$ cat config.mk
export PLATFORM = sky130hd
export DESIGN_NAME = mem_wb_sequencer_flat
export DESIGN_NICKNAME = d
export VERILOG_FILES = /design/src/rtl/mem_wb_pkg.sv /design/src/rtl/mem_wb_sequencer_if.sv /design/src/rtl/mem_lane_align.sv /design/src/rtl/mem_wb_sequencer.sv /design/src/flat_wrapper.sv
export SDC_FILE = /design/constraint.sdc
export NUM_CORES = 1
export LEC_CHECK = 0
export CELL_PAD_IN_SITES_DETAIL_PLACEMENT = 1
export CELL_PAD_IN_SITES_GLOBAL_PLACEMENT = 1
export CORE_MARGIN = 4
export CORE_UTILIZATION = 37
export DETAILED_ROUTE_END_ITERATION = 10
export MAX_ROUTING_LAYER = met4
export PLACE_DENSITY_LB_ADDON = 0.1
export RECOVER_POWER = 100
export SLEW_MARGIN = 15
export SYNTH_ARGS = -nofsm -noshare
export SYNTH_HDL_FRONTEND = slang
export SYNTH_SLANG_ARGS = --single-unit
$ cat constraint.sdc
create_clock -name clk -period 13.3 [get_ports clk]
set_input_delay 2.66 -clock clk [delete_from_list [all_inputs] [get_ports clk]]
set_output_delay 2.66 -clock clk [all_outputs]
set_load 0.005 [all_outputs]
$ cat src/rtl/mem_wb_pkg.sv
// Shared constants and types for the memory/writeback sequencer.
package mem_wb_pkg;

  localparam int unsigned DATA_W = 32;
  localparam int unsigned OP_W   = 6;
  localparam int unsigned REG_W  = 5;
  localparam int unsigned BE_W   = 4;

  localparam logic [OP_W-1:0] OP_LW  = 6'b100011;
  localparam logic [OP_W-1:0] OP_LBU = 6'b100100;
  localparam logic [OP_W-1:0] OP_LHU = 6'b100101;
  localparam logic [OP_W-1:0] OP_LL  = 6'b110000;
  localparam logic [OP_W-1:0] OP_SW  = 6'b101011;
  localparam logic [OP_W-1:0] OP_SB  = 6'b101000;
  localparam logic [OP_W-1:0] OP_SH  = 6'b101001;

  localparam logic [1:0] ERR_MISALIGN = 2'b01;
  localparam logic [1:0] ERR_CONFLICT = 2'b10;
  localparam logic [1:0] ERR_TIMEOUT  = 2'b11;

  typedef enum logic [1:0] {
    ST_IDLE = 2'd0,
    ST_MEM  = 2'd1,
    ST_WB   = 2'd2,
    ST_ERR  = 2'd3
  } state_t;

  // Fields of the accepted instruction still needed after the memory access
  typedef struct packed {
    logic [OP_W-1:0]  op;
    logic             load;
    logic [REG_W-1:0] rd;
    logic [1:0]       lane;
  } instr_t;

endpackage

$ cat src/rtl/mem_wb_sequencer_if.sv
// Decoder bundle, data-memory bus, register-file write port and error flags.
interface mem_wb_sequencer_if;
  import mem_wb_pkg::*;

  logic              in_valid;
  logic              in_ready;
  logic [OP_W-1:0]   opCode;
  logic              regWr;
  logic              memRead;
  logic              memWr;
  logic [REG_W-1:0]  rd;
  logic [DATA_W-1:0] alu_result;
  logic [DATA_W-1:0] store_data;

  logic              mem_req;
  logic              mem_we;
  logic [BE_W-1:0]   mem_be;
  logic [DATA_W-1:0] mem_addr;
  logic [DATA_W-1:0] mem_wdata;
  logic              mem_ack;
  logic [DATA_W-1:0] mem_rdata;

  logic              rf_we;
  logic [REG_W-1:0]  rf_waddr;
  logic [DATA_W-1:0] rf_wdata;

  logic              err;
  logic [1:0]        err_code;

  modport master (
    input  in_valid, opCode, regWr, memRead, memWr, rd, alu_result, store_data,
    input  mem_ack, mem_rdata,
    output in_ready, mem_req, mem_we, mem_be, mem_addr, mem_wdata,
    output rf_we, rf_waddr, rf_wdata, err, err_code
  );

  modport slave (
    output in_valid, opCode, regWr, memRead, memWr, rd, alu_result, store_data,
    output mem_ack, mem_rdata,
    input  in_ready, mem_req, mem_we, mem_be, mem_addr, mem_wdata,
    input  rf_we, rf_waddr, rf_wdata, err, err_code
  );
endinterface

$ cat src/rtl/mem_lane_align.sv
// Byte-lane steering: store enables/replication, load extraction, alignment check.
module mem_lane_align
  import mem_wb_pkg::*;
(
  input  logic [OP_W-1:0]   op,
  input  logic [1:0]        lane,
  input  logic [DATA_W-1:0] sdata,
  input  logic [DATA_W-1:0] rdata,
  output logic [BE_W-1:0]   be,
  output logic [DATA_W-1:0] wdata,
  output logic [DATA_W-1:0] rdata_al,
  output logic              misaligned
);

  always_comb begin
    be         = '1;
    wdata      = sdata;
    rdata_al   = rdata;
    misaligned = 1'b0;
    case (op)
      OP_LW, OP_LL, OP_SW: misaligned = (lane != 2'b00);
      OP_LHU: begin
        misaligned = lane[0];
        rdata_al   = {16'h0000, (lane[1] ? rdata[31:16] : rdata[15:0])};
      end
      OP_LBU: rdata_al = {24'h000000, rdata[{lane, 3'b000} +: 8]};
      OP_SH: begin
        misaligned = lane[0];
        be         = lane[1] ? 4'b1100 : 4'b0011;
        wdata      = {2{sdata[15:0]}};
      end
      OP_SB: begin
        be    = BE_W'(4'b0001 << lane);
        wdata = {4{sdata[7:0]}};
      end
      default: ;
    endcase
  end

endmodule

$ cat src/rtl/mem_wb_sequencer.sv
// Executes one decoded instruction at a time: memory req/ack, register writeback, errors.
module mem_wb_sequencer
  import mem_wb_pkg::*;
#(
  parameter int unsigned ACK_TIMEOUT = 16,
  parameter int unsigned TO_W        = 5
) (
  input logic               clk,
  input logic               rst,
  mem_wb_sequencer_if.master bus
);

  state_t            state, state_n;
  instr_t            cap_q, cap_n;
  logic [TO_W-1:0]   to_cnt, to_n;
  logic              in_ready_q, in_ready_n;
  logic              mem_req_q, mem_req_n, mem_we_q, mem_we_n;
  logic [BE_W-1:0]   mem_be_q, mem_be_n;
  logic [DATA_W-1:0] mem_addr_q, mem_addr_n, mem_wdata_q, mem_wdata_n;
  logic              rf_we_q, rf_we_n;
  logic [REG_W-1:0]  rf_waddr_q, rf_waddr_n;
  logic [DATA_W-1:0] rf_wdata_q, rf_wdata_n;
  logic              err_q, err_n;
  logic [1:0]        err_code_q, err_code_n;

  logic              idle;
  logic [BE_W-1:0]   al_be;
  logic [DATA_W-1:0] al_wdata, al_rdata;
  logic              al_mis;

  // The aligner sees live inputs while idle and the captured instruction during MEM
  assign idle = (state == ST_IDLE);

  mem_lane_align u_align (
    .op         (idle ? bus.opCode : cap_q.op),
    .lane       (idle ? bus.alu_result[1:0] : cap_q.lane),
    .sdata      (bus.store_data),
    .rdata      (bus.mem_rdata),
    .be         (al_be),
    .wdata      (al_wdata),
    .rdata_al   (al_rdata),
    .misaligned (al_mis)
  );

  always_ff @(posedge clk or posedge rst) begin
    if (rst) begin
      state       <= ST_IDLE;
      cap_q       <= '0;
      to_cnt      <= '0;
      in_ready_q  <= 1'b1;
      mem_req_q   <= 1'b0;
      mem_we_q    <= 1'b0;
      mem_be_q    <= '0;
      mem_addr_q  <= '0;
      mem_wdata_q <= '0;
      rf_we_q     <= 1'b0;
      rf_waddr_q  <= '0;
      rf_wdata_q  <= '0;
      err_q       <= 1'b0;
      err_code_q  <= '0;
    end else begin
      state       <= state_n;
      cap_q       <= cap_n;
      to_cnt      <= to_n;
      in_ready_q  <= in_ready_n;
      mem_req_q   <= mem_req_n;
      mem_we_q    <= mem_we_n;
      mem_be_q    <= mem_be_n;
      mem_addr_q  <= mem_addr_n;
      mem_wdata_q <= mem_wdata_n;
      rf_we_q     <= rf_we_n;
      rf_waddr_q  <= rf_waddr_n;
      rf_wdata_q  <= rf_wdata_n;
      err_q       <= err_n;
      err_code_q  <= err_code_n;
    end
  end

  // Next state and next registered outputs; bus fields hold unless updated
  always_comb begin
    state_n     = state;
    cap_n       = cap_q;
    to_n        = to_cnt;
    mem_req_n   = mem_req_q;
    mem_we_n    = mem_we_q;
    mem_be_n    = mem_be_q;
    mem_addr_n  = mem_addr_q;
    mem_wdata_n = mem_wdata_q;
    rf_we_n     = 1'b0;
    rf_waddr_n  = rf_waddr_q;
    rf_wdata_n  = rf_wdata_q;
    err_n       = 1'b0;
    err_code_n  = err_code_q;
    case (state)
      ST_IDLE: begin
        if (bus.in_valid) begin
          cap_n = '{op: bus.opCode, load: bus.memRead, rd: bus.rd,
                    lane: bus.alu_result[1:0]};
          if (bus.memRead && bus.memWr) begin
            state_n    = ST_ERR;
            err_n      = 1'b1;
            err_code_n = ERR_CONFLICT;
          end else if (bus.memRead || bus.memWr) begin
            if (al_mis) begin
              state_n    = ST_ERR;
              err_n      = 1'b1;
              err_code_n = ERR_MISALIGN;
            end else begin
              state_n     = ST_MEM;
              to_n        = '0;
              mem_req_n   = 1'b1;
              mem_we_n    = bus.memWr;
              mem_be_n    = al_be;
              mem_addr_n  = {bus.alu_result[DATA_W-1:2], 2'b00};
              mem_wdata_n = al_wdata;
            end
          end else if (bus.regWr) begin
            state_n    = ST_WB;
            rf_we_n    = (bus.rd != '0);
            rf_waddr_n = bus.rd;
            rf_wdata_n = bus.alu_result;
          end
        end
      end
      ST_MEM: begin
        if (bus.mem_ack) begin
          mem_req_n = 1'b0;
          if (cap_q.load) begin
            state_n    = ST_WB;
            rf_we_n    = (cap_q.rd != '0);
            rf_waddr_n = cap_q.rd;
            rf_wdata_n = al_rdata;
          end else begin
            state_n = ST_IDLE;
          end
        end else if (to_cnt == TO_W'(ACK_TIMEOUT - 1)) begin
          mem_req_n  = 1'b0;
          state_n    = ST_ERR;
          err_n      = 1'b1;
          err_code_n = ERR_TIMEOUT;
        end else begin
          to_n = TO_W'(to_cnt + 1'b1);
        end
      end
      ST_WB:   state_n = ST_IDLE;
      ST_ERR:  state_n = ST_IDLE;
      default: state_n = ST_IDLE;
    endcase
    in_ready_n = (state_n == ST_IDLE);
  end

  assign bus.in_ready  = in_ready_q;
  assign bus.mem_req   = mem_req_q;
  assign bus.mem_we    = mem_we_q;
  assign bus.mem_be    = mem_be_q;
  assign bus.mem_addr  = mem_addr_q;
  assign bus.mem_wdata = mem_wdata_q;
  assign bus.rf_we     = rf_we_q;
  assign bus.rf_waddr  = rf_waddr_q;
  assign bus.rf_wdata  = rf_wdata_q;
  assign bus.err       = err_q;
  assign bus.err_code  = err_code_q;

endmodule

$ cat src/flat_wrapper.sv
// flat-port wrapper written by rule: the top's interface ports become plain ports
module mem_wb_sequencer_flat import mem_wb_pkg::*;
#(
  parameter int unsigned ACK_TIMEOUT = 16,
  parameter int unsigned TO_W        = 5
)
  (clk, rst, bus_in_valid, bus_opCode, bus_regWr, bus_memRead, bus_memWr, bus_rd, bus_alu_result, bus_store_data, bus_mem_ack, bus_mem_rdata, bus_in_ready, bus_mem_req, bus_mem_we, bus_mem_be, bus_mem_addr, bus_mem_wdata, bus_rf_we, bus_rf_waddr, bus_rf_wdata, bus_err, bus_err_code);
  mem_wb_sequencer_if bus_i ();
  input logic clk;
  input logic rst;
  input wire logic [$bits(bus_i.in_valid)-1:0] bus_in_valid;
  input wire logic [$bits(bus_i.opCode)-1:0] bus_opCode;
  input wire logic [$bits(bus_i.regWr)-1:0] bus_regWr;
  input wire logic [$bits(bus_i.memRead)-1:0] bus_memRead;
  input wire logic [$bits(bus_i.memWr)-1:0] bus_memWr;
  input wire logic [$bits(bus_i.rd)-1:0] bus_rd;
  input wire logic [$bits(bus_i.alu_result)-1:0] bus_alu_result;
  input wire logic [$bits(bus_i.store_data)-1:0] bus_store_data;
  input wire logic [$bits(bus_i.mem_ack)-1:0] bus_mem_ack;
  input wire logic [$bits(bus_i.mem_rdata)-1:0] bus_mem_rdata;
  output wire logic [$bits(bus_i.in_ready)-1:0] bus_in_ready;
  output wire logic [$bits(bus_i.mem_req)-1:0] bus_mem_req;
  output wire logic [$bits(bus_i.mem_we)-1:0] bus_mem_we;
  output wire logic [$bits(bus_i.mem_be)-1:0] bus_mem_be;
  output wire logic [$bits(bus_i.mem_addr)-1:0] bus_mem_addr;
  output wire logic [$bits(bus_i.mem_wdata)-1:0] bus_mem_wdata;
  output wire logic [$bits(bus_i.rf_we)-1:0] bus_rf_we;
  output wire logic [$bits(bus_i.rf_waddr)-1:0] bus_rf_waddr;
  output wire logic [$bits(bus_i.rf_wdata)-1:0] bus_rf_wdata;
  output wire logic [$bits(bus_i.err)-1:0] bus_err;
  output wire logic [$bits(bus_i.err_code)-1:0] bus_err_code;
  assign bus_i.in_valid = bus_in_valid;
  assign bus_i.opCode = bus_opCode;
  assign bus_i.regWr = bus_regWr;
  assign bus_i.memRead = bus_memRead;
  assign bus_i.memWr = bus_memWr;
  assign bus_i.rd = bus_rd;
  assign bus_i.alu_result = bus_alu_result;
  assign bus_i.store_data = bus_store_data;
  assign bus_i.mem_ack = bus_mem_ack;
  assign bus_i.mem_rdata = bus_mem_rdata;
  assign bus_in_ready = bus_i.in_ready;
  assign bus_mem_req = bus_i.mem_req;
  assign bus_mem_we = bus_i.mem_we;
  assign bus_mem_be = bus_i.mem_be;
  assign bus_mem_addr = bus_i.mem_addr;
  assign bus_mem_wdata = bus_i.mem_wdata;
  assign bus_rf_we = bus_i.rf_we;
  assign bus_rf_waddr = bus_i.rf_waddr;
  assign bus_rf_wdata = bus_i.rf_wdata;
  assign bus_err = bus_i.err;
  assign bus_err_code = bus_i.err_code;
  mem_wb_sequencer #(.ACK_TIMEOUT(ACK_TIMEOUT), .TO_W(TO_W)) u_core (.clk(clk), .rst(rst), .bus(bus_i));
endmodule
# --- Word level (Yosys, flattened, before mapping) ---
# Cells that the tools add are included.
op_classes:
  addsub: 1
  bitwise_logic: 2
  n_eq_ne: 25
  shifts: 2
  reduce_logical: 17
  n_mux: 66
op_table:
  columns: ["cell", "n"]
  rows:
  - ["two-way mux 32 bit", 6]
  - ["one-hot mux 32 bit (2 select lines)", 3]
  - ["two-way mux 5 bit", 12]
  - ["equality test 6 bit (second input constant)", 7]
  - ["indexed part select 32 x 6 -> 8 bit", 1]
  - ["two-way mux 2 bit", 15]
  - ["one-hot mux 5 bit (2 select lines)", 2]
  - ["two-way mux 1 bit", 18]
  - ["inequality test 2 bit (second input constant)", 9]
  - ["two-way mux 16 bit", 1]
  - ["AND reduction 7 bit", 2]
  - ["AND reduction 6 bit", 2]
  - ["nonzero test 5 bit", 2]
  - ["one-hot mux 1 bit (2 select lines)", 4]
  - ["one-hot mux 4 bit (2 select lines)", 1]
  - ["two-way mux 6 bit", 1]
  - ["inequality test 3 bit (second input constant)", 2]
  - ["one-hot mux 2 bit (3 select lines)", 1]
  - ["adder 5 x 1 -> 5 bit (second input constant)", 1]
  - ["equality test 5 x 4 -> 1 bit (second input constant)", 1]
  - ["AND reduction 5 bit", 1]
  - ["equality test 2 bit (second input constant)", 2]
  - ["logical NOT 2 bit", 2]
  - ["two-way mux 4 bit", 1]
  - ["other kinds (12)", 16]
word_totals:
  register_bits: 131
  output_inout_bits: 112
  wordCells: 130

# --- Logic depth before layout (Yosys ltp) ---
# Gate-level depths: netlist of the first run.
depth:
  depth_word: 11
  depth_mapped: 10

# --- Modules after synthesis ---
# A second synthesis of the first run with hierarchy kept.
unflattened:
  cells_unflattened: 578
  hier_area_um2: 6865.3
by_module_without_submodules:
  columns: ["mod", "cells_per_inst", "area_each_um2", "n_inst", "seq_area_each_um2"]
  rows:
  - ["mem_wb_sequencer", 422, 5589.1, 1, 3279.4]
  - ["mem_lane_align", 156, 1276.2, 1, 0.0]

# --- Least setup slack after synthesis of the first run ---
# Ideal clock, no wire load.
synth_path:
  path_kind: "input to register"
  from: "input port bus_opCode[4]"
  to: "register u_core.rf_wdata_q[10], in the netlist u_core.bus.rf_wdata[10]"
  required_time_ps: 13168
  t_arrival_ps: 4298
  stages: 7
  slack_ps: 8870
  setup_time_ps: 132
  cell_sequence: "nor4b_1 > a31oi_4 > or3b_1 > buf_2 > o21bai_4 > a221oi_1 > o21ai_0"
synth_via:
  elab_chain_len: 6
synth_rtl:
  columns: ["element", "line", "text"]
  rows:
  - ["from (decl)", "flat_wrapper.sv:12", "input wire logic [$bits(bus_i.opCode)-1:0] bus_opCode;"]
  - ["two-way mux 6 bit (*)", "mem_wb_sequencer.sv:35", ".op (idle ? bus.opCode : cap_q.op),"]
  - ["equality test 6 bit", "mem_lane_align.sv:20", "case (op)"]
  - ["one-hot mux 32 bit (2 select lines) (*)", "mem_lane_align.sv:20", null]
  - ["two-way mux 32 bit (*)", "mem_wb_sequencer.sv:128", "if (cap_q.load) begin"]
  - ["two-way mux 32 bit (*)", "mem_wb_sequencer.sv:126", "if (bus.mem_ack) begin"]
  - ["one-hot mux 32 bit (2 select lines) (*)", "mem_wb_sequencer.sv:94", "case (state)"]
  - ["to (signal assigned)", "mem_wb_sequencer.sv:73", "rf_wdata_q <= rf_wdata_n;"]
  - ["to (decl)", "mem_wb_sequencer.sv:22", "logic [DATA_W-1:0] rf_wdata_q, rf_wdata_n;"]
# Every way passes the cells marked *; elsewhere a longest branch is shown, timed or not. The select of a mux whose other input is x is not followed.
# A chain may end at the register's enable or synchronous reset.

# --- Worst setup path after layout of the first run ---
layout_path:
  from: "input port bus_in_valid"
  to: "register u_core.mem_wdata_q[7], in the netlist u_core.bus.mem_wdata[7]"
layout_via:
  elab_chain_len: 1
layout_rtl:
  columns: ["element", "line", "text"]
  rows:
  - ["from (decl)", "flat_wrapper.sv:11", "input wire logic [$bits(bus_i.in_valid)-1:0] bus_in_valid;"]
  - ["AND reduction 5 bit (no line)", null, null]
  - ["to (signal assigned)", "mem_wb_sequencer.sv:70", "mem_wdata_q <= mem_wdata_n;"]
  - ["to (decl)", "mem_wb_sequencer.sv:19", "logic [DATA_W-1:0] mem_addr_q, mem_addr_n, mem_wdata_q, mem_wdata_n;"]
# Every way passes these cells.

==> results.cfg, run 1 <==
[setup_path]
worst-path-max-fanout = 82
setup.worst_path.end_class = flip-flop
crit_chain = dlygate4sd3_1, nor3b_1, nand2_1, a211oi_1, buf_4, mux2_2
regToRegStartpoint = u_core.state[0]
r2r_cells = 5
crit_path_top_delay_cell = a211oi_1
critical_path_required_ns = 13.60
r2r_slack_ns = 7.19
slowest_delay_ns = 2.00
startpoint_type = input pin
cp.arrival_ns = 8.53
reg2reg_to = u_core.bus.mem_wdata[7]
path_class = input pin to flip-flop

[global_route]
grt_pass1_vias = 6372
grt-ovfl-total = 0
antenna_found_initial = 1
grt_max_degree = 83
grt_pass1_wl_um = 36500
grt_use_total_pct = 24.6

[place]
portBuffers = 223
post-place-ws_ns = 6.78
place_congestion = 0.835
dp_hpwl_um = 16800

[synthesis]
syn_inst = 621
ys_seq_area_share_pct = 51.8
yosys_warnings = 0
synth.area.top_cells = dfrtp_1 (51%), mux2_2 (7.1%), a21oi_1 (5.0%), nand2_1 (4.3%), nor2_1 (4.0%)
synth_area_um2 = 6330
async_flop_share_pct = 100
ys_top_cells_by_count = dfrtp_1 (130), nand2_1 (73), nor2_1 (67), a21oi_1 (63), mux2_2 (40)
synth_edf_count = 0
synth_most_common_cell = dfrtp_1
yosysTopAreaCell = dfrtp_1
synthDominantCellAreaShare_pct = 51.4
ys.flop_type = dfrtp_1
synth_seq_cells = 131
yosysUniqueCellTypes = 64
syn_avg_cell_area_um2 = 10.2

[job]
cap_violations = 7

[sta]
maxSlewViolCount = 238
hold_violations = 0
skew_ns = 0.0130
max_freq_mhz = 122
tightest_slew_ns = 2.55
finalSetupViolCount = 0
worst_slack_ns = 5.07
relSlewSlack_pct = -71.0
fin_tns_setup_ns = 0
rsz0062_at_grt = false
min_period_over_period_pct = 61.9
period_minus_slack_ns = 8.23

[power]
cellPowerDensity_nw_per_um2 = 236
p_leak_nw = 3.85
ir_drop_mv = 0.0960

[cts]
cts_hold_buf = 0
clock_latency_ns = 0.43
cts_tree = done
cts_setup_buffers = 0
numCtsBuffers = 17
cts_buffer_depth = 2
cts_sinks = 131
htree_levels = 4
cts.clk_slew.worst_paths_ns = 0.06
cts_resized = 0
cts-root-buf = clkbuf_16

[die]
initial_core_util_pct = 37.9
die_x_um = 139
num_io_pins = 226
core_um2 = 16700
die_area_um2 = 19300
rows = 47
fp.dieH_um = 139

[final_layout]
synthToLayoutAreaGrowth_pct = 46.6
drive_gt1_share_pct = 10.9
post-route-util_pct = 55.6
finalNetCount = 941

[routing]
drc_errors = 0
ant_nets = 0
routed_via_density = 5.46
num_vias = 5784
drt_iter0_markers = 249
drt-pass1-iter-count = 4
routed_wl_um = 23100
wl_per_cell_um = 21.8

[min_path]
worstHoldPathCells = 2
worstHoldStart = u_core.bus.rf_wdata[9]
hold_class = flip-flop to flip-flop
hold_end = u_core.bus.rf_wdata[9]

[status]
violations = max-capacitance violations, max-slew violations
status = finished with violations
[state kept, by name, summed over array words and instances (netlist names)]
signal                flops
u_core.bus.mem_wdata     32
u_core.bus.rf_wdata      32
u_core.bus.mem_addr      30
u_core.cap_q             14
u_core.bus.rf_waddr       5
u_core.to_cnt             5
u_core.bus.mem_be         4
u_core.bus.err_code       2
u_core.state              2
u_core.bus.err            1
u_core.bus.in_ready       1
u_core.bus.mem_req        1
u_core.bus.mem_we         1
u_core.bus.rf_we          1
[per-layer routing]
layer / vias up / part of all wire (%) / GRT usage (%)
met4: 0 / 1.3 / 6.59
met2: 191 / 50 / 40.3
met3: 23 / 7.2 / 8.24
met1: 2919 / 42 / 29.3
met5: - / 0 / -
li1: 2651 / - / -
[layout make-up]
class / count / area [um2]
clock inverters: 12 / 226
inverters: 7 / 27.5
flip-flops and latches: 131 / 3280
multi-input cells: 439 / 2750
well taps: 220 / 275
diodes: 1 / 2.50
fillers: 1822 / 7420
repair buffers: 229 / 2270
clock buffers: 20 / 457
[critical path, delay by kind of cell]
family | cells | cell delay [ns]
AOI/OAI and AO/OA | 1 | 2.00
muxes | 1 | 0.43
buffers and inverters | 2 | 1.48
and+or+nand+nor | 2 | 1.88
[power breakdown]
| part | switching (mW) | leakage, nW | internal, mW |
|---|---|---|---|
| clock network | 0.183 | 0.327 | 0.362 |
| logic | 0.471 | 2.00 | 0.460 |
| registers | 0.124 | 1.52 | 0.592 |
[through the flow]
stage / hold slack [ns] / cells / area, um2 / total power, mW
after floorplan: 0.446 / 622 / 6340 / 1.21
after global placement: 0.461 / 1025 / 8660 / 1.69
after detailed placement: 0.475 / 1025 / 8660 / 1.74
after CTS: 0.491 / 1057 / 9340 / 2.30
after global routing: 0.522 / 1059 / 9290 / 2.34
final: 0.475 / 1059 / 9290 / 2.19
[cells in the final DEF, fill, tap and decap left out, types with 3 or more instances in the layout]
cell	Yosys	layout
o221ai_1	8	8
a221oi_1	8	8
nor3_1	4	3
bufinv_16	0	6
a21oi_2	3	3
or4_1	3	3
clkbuf_16	0	17
clkbuf_1	25	4
o21a_1	3	3
a21oi_1	63	63
a22o_1	11	11
buf_4	3	3
or2_2	4	4
o21ai_0	24	25
nand2_1	73	73
nand3_1	18	18
mux2_2	40	40
nor2_1	67	67
inv_1	7	6
a21o_1	3	3
clkdlybuf4s50_1	0	110
nand3b_1	3	3
a2bb2oi_1	8	8
nor4b_1	4	4
a31oi_1	24	25
mux2i_1	19	19
xor2_1	3	3
dlygate4sd3_1	0	113
dfrtp_1	130	130
nor3b_1	4	4
[how the worst max path moves through the flow]
stage / slack (ns) / to / depth (start not counted) / startpoint
after floorplan: 7.14 / u_core.bus.err / 1 / rst
after global placement: 6.95 / u_core.bus.mem_we / 6 / bus_in_valid
after detailed placement: 6.78 / u_core.bus.mem_wdata[0] / 6 / bus_in_valid
after CTS: 7.20 / u_core.bus.mem_wdata[7] / 6 / bus_in_valid
after global routing: 4.22 / u_core.bus.mem_addr[23] / 4 / rst
final: 5.07 / u_core.bus.mem_wdata[7] / 6 / bus_in_valid
[logic make-up after synthesis]
kind of cell,share of synthesized area [%]
buffers and inverters,4.23
AO/OA/AOI/OAI,18.1
multiplexers,10.5
other,0.0592
AND/OR/NAND/NOR,14.5
adder cells (fa/ha/maj),0.395
XOR/XNOR,0.415
flip-flops,51.8
Note: power is estimated with default switching activity, not from simulation.
==> run 2: changes to the inputs <==
--- a/config.mk
+++ b/config.mk
@@ -8,7 +8,7 @@
 export CELL_PAD_IN_SITES_DETAIL_PLACEMENT = 1
 export CELL_PAD_IN_SITES_GLOBAL_PLACEMENT = 1
 export CORE_MARGIN = 4
-export CORE_UTILIZATION = 37
+export CORE_UTILIZATION = 31
 export DETAILED_ROUTE_END_ITERATION = 10
 export MAX_ROUTING_LAYER = met4
 export PLACE_DENSITY_LB_ADDON = 0.1
==> constraint.sdc (replaced) <==
create_clock -name clk -period 7.55 [get_ports clk]
set_input_delay 1.51 -clock clk [delete_from_list [all_inputs] [get_ports clk]]
set_output_delay 1.51 -clock clk [all_outputs]
set_load 0.005 [all_outputs]
==> run 2 against run 1 <==
  * The flow still finishes with violations (max-capacitance violations, max-slew violations)
  * Clock power rose by 68%
  * Register-to-register slack got worse by 4.2 ns
  * Sequential cell count did not move
  * Critical path type unchanged
  * Largest power group unchanged
  * Highest routed layer unchanged
==> results.cfg, run 2 (synthesis gave the netlist of run 1 again) <==
[setup_path]
r2r_slack_ns = 2.97
regToRegStartpoint = u_core.state[0]
crit_path_top_delay_cell = a211oi_1
crit_chain = dlygate4sd3_1, nor4b_1, a31oi_1, nor4_1, a211oi_1, clkbuf_1, mux2_2
worst-path-max-fanout = 15
cp.arrival_ns = 5.62
startpoint_type = input pin
setup.worst_path.end_class = flip-flop
reg2reg_to = u_core.bus.mem_addr[14]
slowest_delay_ns = 1.27
crit_end = u_core.bus.mem_addr[14]
crit_start = bus_opCode[5]
r2r_cells = 6
critical_path_required_ns = 7.85
path_class = input pin to flip-flop

[sta]
fin_tns_setup_ns = 0
period_minus_slack_ns = 5.32
relSlewSlack_pct = -126
finalSetupViolCount = 0
hold_violations = 0
maxSlewViolCount = 82
max_freq_mhz = 188
rsz0062_at_grt = false
tightest_slew_ns = 3.37
skew_ns = 0.00926
min_period_over_period_pct = 70.5

[power]
ir_drop_mv = 0.180
p_total_mw = 3.79
cellPowerDensity_nw_per_um2 = 406
p_leak_nw = 3.84

[routing]
drt-pass1-iter-count = 4
wl_per_cell_um = 20.2
drc_errors = 0
drt_iter0_markers = 209
ant_nets = 0
routed_wl_um = 22400
num_vias = 5592
routed_via_density = 5.04

[global_route]
grt_max_degree = 80
grt_use_total_pct = 20.5
grt_pass1_wl_um = 35000
grt_pass1_vias = 6175
grt-ovfl-total = 0
antenna_found_initial = 1

[cts]
cts_buffer_depth = 2
cts_hold_buf = 0
cts.clk_slew.worst_paths_ns = 0.06
cts_setup_buffers = 0
cts_resized = 0
htree_levels = 4
cts-root-buf = clkbuf_16
numCtsBuffers = 17
cts_tree = done
clock_latency_ns = 0.42
cts_sinks = 131

[place]
place_congestion = 0.825
portBuffers = 223
dp_hpwl_um = 16800
placedCellCount = 1076

[die]
fp.dieH_um = 151
core_um2 = 20200
num_io_pins = 226
die_x_um = 151
initial_core_util_pct = 31.4
rows = 52
die_area_um2 = 22800

[final_layout]
final_cells = 1109
post-route-util_pct = 46.2
final_common_cell = dfrtp_1
finalNetCount = 941
synthToLayoutAreaGrowth_pct = 47.2
drive_gt1_share_pct = 10.9
layout_common_cells = dfrtp_1 (130), dlygate4sd3_1 (113), clkdlybuf4s50_1 (110)

[job]
cap_violations = 2

[status]
violations = max-capacitance violations, max-slew violations
status = finished with violations

[min_path]
hold_class = flip-flop to flip-flop
[run 2: cell types whose count changed in the layout (fill, tap and decap cells not counted), sizes merged]
cell,previous run,this run
clkbuf,23,21
buf,3,4
clkinv,3,5
bufinv,6,5
[run 2: worst min-delay path by stage]
| stage | startpoint | to | cells after the start |
|---|---|---|---|
| after floorplan | u_core.cap_q[7] | u_core.cap_q[7] | 2 |
| after global placement | u_core.cap_q[7] | u_core.cap_q[7] | 2 |
| after detailed placement | u_core.bus.rf_wdata[14] | u_core.bus.rf_wdata[14] | 2 |
| after CTS | u_core.bus.rf_wdata[13] | u_core.bus.rf_wdata[13] | 2 |
| after global routing | u_core.bus.rf_wdata[13] | u_core.bus.rf_wdata[13] | 2 |
| final | u_core.bus.rf_wdata[13] | u_core.bus.rf_wdata[13] | 2 |
[run 2: area by class of cell]
cell class	instances	area, um2
repair buffers	229	2280
diodes	1	2.50
flip-flops and latches	131	3280
inverters	7	27.5
fillers	2235	10800
clock inverters	13	206
clock buffers	19	443
multi-input cells	439	2740
well taps	270	338
[run 2: metal layers]
layer | up-vias | GRT usage [%] | part of all wire, % | routed length [um]
met1 | 2771 | 25.5 | 43 | 9580
met4 | 0 | 4.67 | 1.4 | 316
li1 | 2639 | - | - | -
met3 | 21 | 7.21 | 7.4 | 1670
met5 | - | - | 0 | 0
met2 | 161 | 32.3 | 48 | 10800
[run 2: power by group]
part	switching [mW]	leakage (nW)	internal, mW
Sequential	0.210	1.52	1.04
Combinational	0.810	2.01	0.810
Clock	0.322	0.313	0.595
[run 2: stage by stage]
step           area [um2]  setup WS (ns)  hold slack, ns
2_1_floorplan        6340           2.54           0.446
3_3_place_gp         8740           2.86           0.463
3_5_place_dp         8760           2.95           0.474
4_1_cts              9410           3.41           0.490
5_1_grt              9320           1.99           0.498
6_report             9320           2.23           0.479
[run 2: worst max-delay path: cells and delay by family]
| family | cells | cell delay, ns |
|---|---|---|
| AO/OA/AOI/OAI | 2 | 2.00 |
| AND/OR/NAND/NOR | 2 | 0.40 |
| multiplexers | 1 | 0.42 |
| buffers and inverters | 2 | 1.29 |
==> run 3: changes to the inputs <==
==> constraint.sdc (replaced) <==
create_clock -name clk -period 4.5 [get_ports clk]
set_input_delay 0.9 -clock clk [delete_from_list [all_inputs] [get_ports clk]]
set_output_delay 0.9 -clock clk [all_outputs]
set_load 0.005 [all_outputs]
==> run 3 against run 2 <==
  * Sequential cell count unchanged
  * Worst setup slack lost 1.3 ns
  * Global-route usage increased by 0.44 points
  * Register-to-register slack got worse by 2.0 ns
  * Routed wire length grew 2.9%
  * First-iteration DRC count up 5.7%
  * The run still ends with max-capacitance violations, max-slew violations left
  * Clock skew is essentially flat
  * Final area is 0.75% higher
  * Utilization rose by 0.35 points
  * Critical path type unchanged
  * Sequential share of layout area shrank 0.26 points
  * Final cell count up 0.54%
  * Critical path depth down 1
==> results.cfg, run 3 (synthesis gave the netlist of run 1 again) <==
[status]
status = finished with violations
violations = max-capacitance violations, max-slew violations

[die]
fp.dieH_um = 151
num_io_pins = 226
core_um2 = 20200
rows = 52
die_x_um = 151
die_area_um2 = 22800
initial_core_util_pct = 31.4

[setup_path]
reg2reg_to = u_core.bus.mem_wdata[1]
regToRegStartpoint = u_core.state[0]
critical_path_required_ns = 4.83
cp.arrival_ns = 3.92
crit_chain = dlygate4sd3_1, or3b_1, a22oi_1, clkbuf_1, nor2_1, a31oi_1
crit_path_top_delay_cell = clkbuf_1
r2r_cells = 6
slowest_delay_ns = 0.93
startpoint_type = input pin
worst-path-max-fanout = 28
path_class = input pin to flip-flop
path_delay_family = buffers and inverters
critPathBufInv = 2
setup.worst_path.end_class = flip-flop
r2r_slack_ns = 0.95

[power]
p_leak_nw = 3.87
cellPowerDensity_nw_per_um2 = 687
ir_drop_mv = 0.276
p_total_mw = 6.45

[cts]
numCtsBuffers = 17
cts_tree = done
clock_latency_ns = 0.43
cts_resized = 0
cts-root-buf = clkbuf_16
cts_buffer_depth = 2
cts.clk_slew.worst_paths_ns = 0.06
htree_levels = 4
cts_sinks = 131
cts_setup_buffers = 0
cts_hold_buf = 0

[sta]
period_minus_slack_ns = 3.59
maxSlewViolCount = 92
skew_ns = 0.00950
fin_tns_setup_ns = 0
worst_slack_ns = 0.914
hold_violations = 0
max_freq_mhz = 279
min_period_over_period_pct = 79.7
relSlewSlack_pct = -34.2
finalSetupViolCount = 0
rsz0062_at_grt = false
tightest_slew_ns = 2.01

[global_route]
antenna_found_initial = 1
grt_pass1_vias = 6213
grt-ovfl-total = 0
grt_max_degree = 92
grt_use_total_pct = 20.9
grt_pass1_wl_um = 35700

[routing]
routed_wl_um = 23000
drt-pass1-iter-count = 4
ant_nets = 0
num_vias = 5742
drc_errors = 0
routed_via_density = 5.15
drt_iter0_markers = 221
wl_per_cell_um = 20.7

[min_path]
hold_end = u_core.bus.rf_wdata[9]
worstHoldStart = u_core.bus.rf_wdata[9]
hold_class = flip-flop to flip-flop
worstHoldPathCells = 2

[place]
portBuffers = 223
dp_hpwl_um = 17400
post-place-ws_ns = 0.736
place_congestion = 0.841

[final_layout]
synthToLayoutAreaGrowth_pct = 48.3
final_common_cell = dfrtp_1
finalNetCount = 947
post-route-util_pct = 46.6
drive_gt1_share_pct = 11.5
layout_common_cells = dfrtp_1 (130), dlygate4sd3_1 (112), clkdlybuf4s50_1 (111)

[job]
cap_violations = 1
-- run 3: power by group --
group / leakage (nW) / internal [mW] / switching, mW / total, mW
clock: 0.323 / 1.03 / 0.574 / 1.60
combinational: 2.03 / 1.37 / 1.38 / 2.75
sequential: 1.52 / 1.75 / 0.353 / 2.10
-- run 3: final cells by class --
type	instances	area, um2
repair buffers	235	2320
multi-input cells	439	2750
well taps	270	338
diodes	1	2.50
inverters	7	30.0
clock buffers	19	453
flip-flops and latches	131	3280
fillers	2243	10800
clock inverters	13	220
-- run 3: routing by layer --
layer / share of wire, % / global-route usage [%] / vias up
li1: - / - / 2658
met2: 50 / 34.3 / 175
met5: 0 / - / -
met3: 7.6 / 6.70 / 21
met1: 41 / 25.0 / 2888
met4: 1.2 / 5.49 / 0
-- run 3: worst max-delay path by stage --
| stage | startpoint | endpoint | slack, ns | cells after the start |
|---|---|---|---|---|
| floorplan | rst | u_core.bus.err | 0.10 | 1 |
| global placement | bus_opCode[2] | u_core.bus.rf_wdata[0] | 0.89 | 8 |
| detailed placement | bus_opCode[5] | u_core.bus.rf_wdata[7] | 0.74 | 8 |
| CTS | bus_opCode[5] | u_core.bus.rf_wdata[6] | 1.18 | 8 |
| global route | rst | u_core.bus.mem_wdata[9] | 0.55 | 3 |
| finish | bus_in_valid | u_core.bus.rf_wdata[22] | 0.91 | 6 |
-- run 3: worst register-to-register path, cell delays in order, from the launching register on --
cell	delay, ns
dfrtp_1	0.62
or2_0	0.51
a31oi_1	0.69
o2bb2ai_1	0.26
a211oi_1	0.54
buf_12	0.38
mux2_2	0.45
-- run 3: per-stage QoR --
step	area [um2]	std cells	hold slack, ns
floorplan	6340	622	0.446
global placement	8810	1082	0.461
detailed placement	8810	1082	0.483
CTS	9480	1114	0.498
global route	9390	1115	0.515
finish	9390	1115	0.488
==> patch, RTL diff (settings of run 3) <==
`ACK_TIMEOUT` is set to 16 in 2 places; all go to 12.
--- a/src/rtl/mem_wb_sequencer.sv
+++ b/src/rtl/mem_wb_sequencer.sv
@@ -2,7 +2,7 @@
 module mem_wb_sequencer
   import mem_wb_pkg::*;
 #(
-  parameter int unsigned ACK_TIMEOUT = 16,
+  parameter int unsigned ACK_TIMEOUT = 12,
   parameter int unsigned TO_W        = 5
 ) (
   input logic               clk,
--- a/src/flat_wrapper.sv
+++ b/src/flat_wrapper.sv
@@ -1,7 +1,7 @@
 // flat-port wrapper written by rule: the top's interface ports become plain ports
 module mem_wb_sequencer_flat import mem_wb_pkg::*;
 #(
-  parameter int unsigned ACK_TIMEOUT = 16,
+  parameter int unsigned ACK_TIMEOUT = 12,
   parameter int unsigned TO_W        = 5
 )
   (clk, rst, bus_in_valid, bus_opCode, bus_regWr, bus_memRead, bus_memWr, bus_rd, bus_alu_result, bus_store_data, bus_mem_ack, bus_mem_rdata, bus_in_ready, bus_mem_req, bus_mem_we, bus_mem_be, bus_mem_addr, bus_mem_wdata, bus_rf_we, bus_rf_waddr, bus_rf_wdata, bus_err, bus_err_code);
Function: no difference found for any inputs over 4 cycles, from zero or initial values and one cycle with rst high; that may be too few to reach the edited logic, so the function may still have changed.
==> patch against run 3 <==
The run still ends with max-capacitance violations, max-slew violations left; wire length rose by 2.2%; die area fell by 1.1%; design area fell by 0.73%; sequential cell count did not move; combinational power fell by 16%; critical endpoint is now u_core.bus.mem_addr[20]; area after synthesis fell by 1.1%; hold slack got worse by 0.013 ns; count of clock-buffer cells in the layout rose by 2; total power fell by 9.4%; largest cell class unchanged; global-route usage rose by 1.0 points; largest power group unchanged; setup slack got worse by 0.11 ns.
==> patch: results <==
set metrics [dict create \
    status "finished with violations" \
    violations "max-capacitance violations, max-slew violations" \
    peakVddDrop_mv 0.285 \
    dp_cells 1100 \
    coreArea_um2 19700 \
    whs_ns 0.475 \
    wirelength_um 23500 \
    synth_common_cells "137 x nand2_1, 130 x dfrtp_1, 63 x o21ai_0, 46 x nor2_1, 37 x mux2_2" \
    antenna_found_initial 0 \
    p_sw_frac 0.341 \
    cp-endpoint "u_core.bus.mem_addr[20]" \
    fin_nets 969 \
    met2_wirelength_um 11600 \
    synth_cell_types 53 \
    maxSlewHeadroom -0.611 \
    muxShareOfSynthArea 0.0855 \
    gp_congestion 0.832 \
    yosys.area_share.xor_xnor 0.00560 \
    drive_gt1_frac 0.100 \
    met1_usage 0.266 \
    cap_violations 1 \
    power.leakage_nw 3.88 \
    fin_skew_ns 0.00833 \
    final_max_slew_viol_count 110 \
    placed_area_um2 8720 \
    fill_cells 2242 \
    pre_cts_slack_ns 0.823 \
    arrival_ns 4.00 \
    grt_pass1_wl_um 37000 \
    synth-compound-area-share 0.183 \
    first_iter_violations 276 \
    path_max_fanout 93 \
    layout_min_cycle_time_ns 3.69 \
    critPathKind "flip-flop to flip-flop" \
    r2r_slack_ns 0.81 \
    synthTopCellsByArea "dfrtp_1 52%, nand2_1 8.2%, mux2_2 6.7%" \
    rr_worst_depth 7 \
    post_drt_wl_per_cell_um 20.8 \
    cpLargestDelayFamily "simple AND/OR/NAND/NOR gates" \
    grt_max_degree 110 \
    hp-start "u_core.bus.rf_wdata[28]" \
    synthAdderAreaFrac 0.00200 \
    regToRegStartpoint "u_core.state[1]" \
]
## patch: cell count changes in the layout (fill, tap and decap cells not counted), moves of 9 or more
cell	run 3	this run
a21oi_1	63	23
a22o_1	11	1
a31oi_1	24	33
mux2i_1	19	3
nand2_1	73	137
nand3_1	18	5
nor2_1	67	47
o21ai_0	25	64
## patch: power by group through the flow
stage | logic [mW] | clock network, mW | registers, mW
6_report | 2.32 | 1.48 | 2.05
5_1_grt | 2.56 | 1.56 | 2.13
4_1_cts | 2.54 | 1.50 | 2.08
3_5_place_dp | 2.54 | 0 | 2.10
3_3_place_gp | 2.46 | 0 | 2.07
2_1_floorplan | 1.08 | 0 | 2.05
## patch: cell type report
| cell class | instances | share of cell area |
|---|---|---|
| antenna | 1 | 0.000268 |
| clock buffer | 21 | 0.0515 |
| clock inverter | 11 | 0.0161 |
| inverter | 10 | 0.00443 |
| multi-input combinational | 464 | 0.295 |
| sequential | 131 | 0.352 |
| tap | 265 | 0.0356 |
| timing repair buffer | 230 | 0.246 |
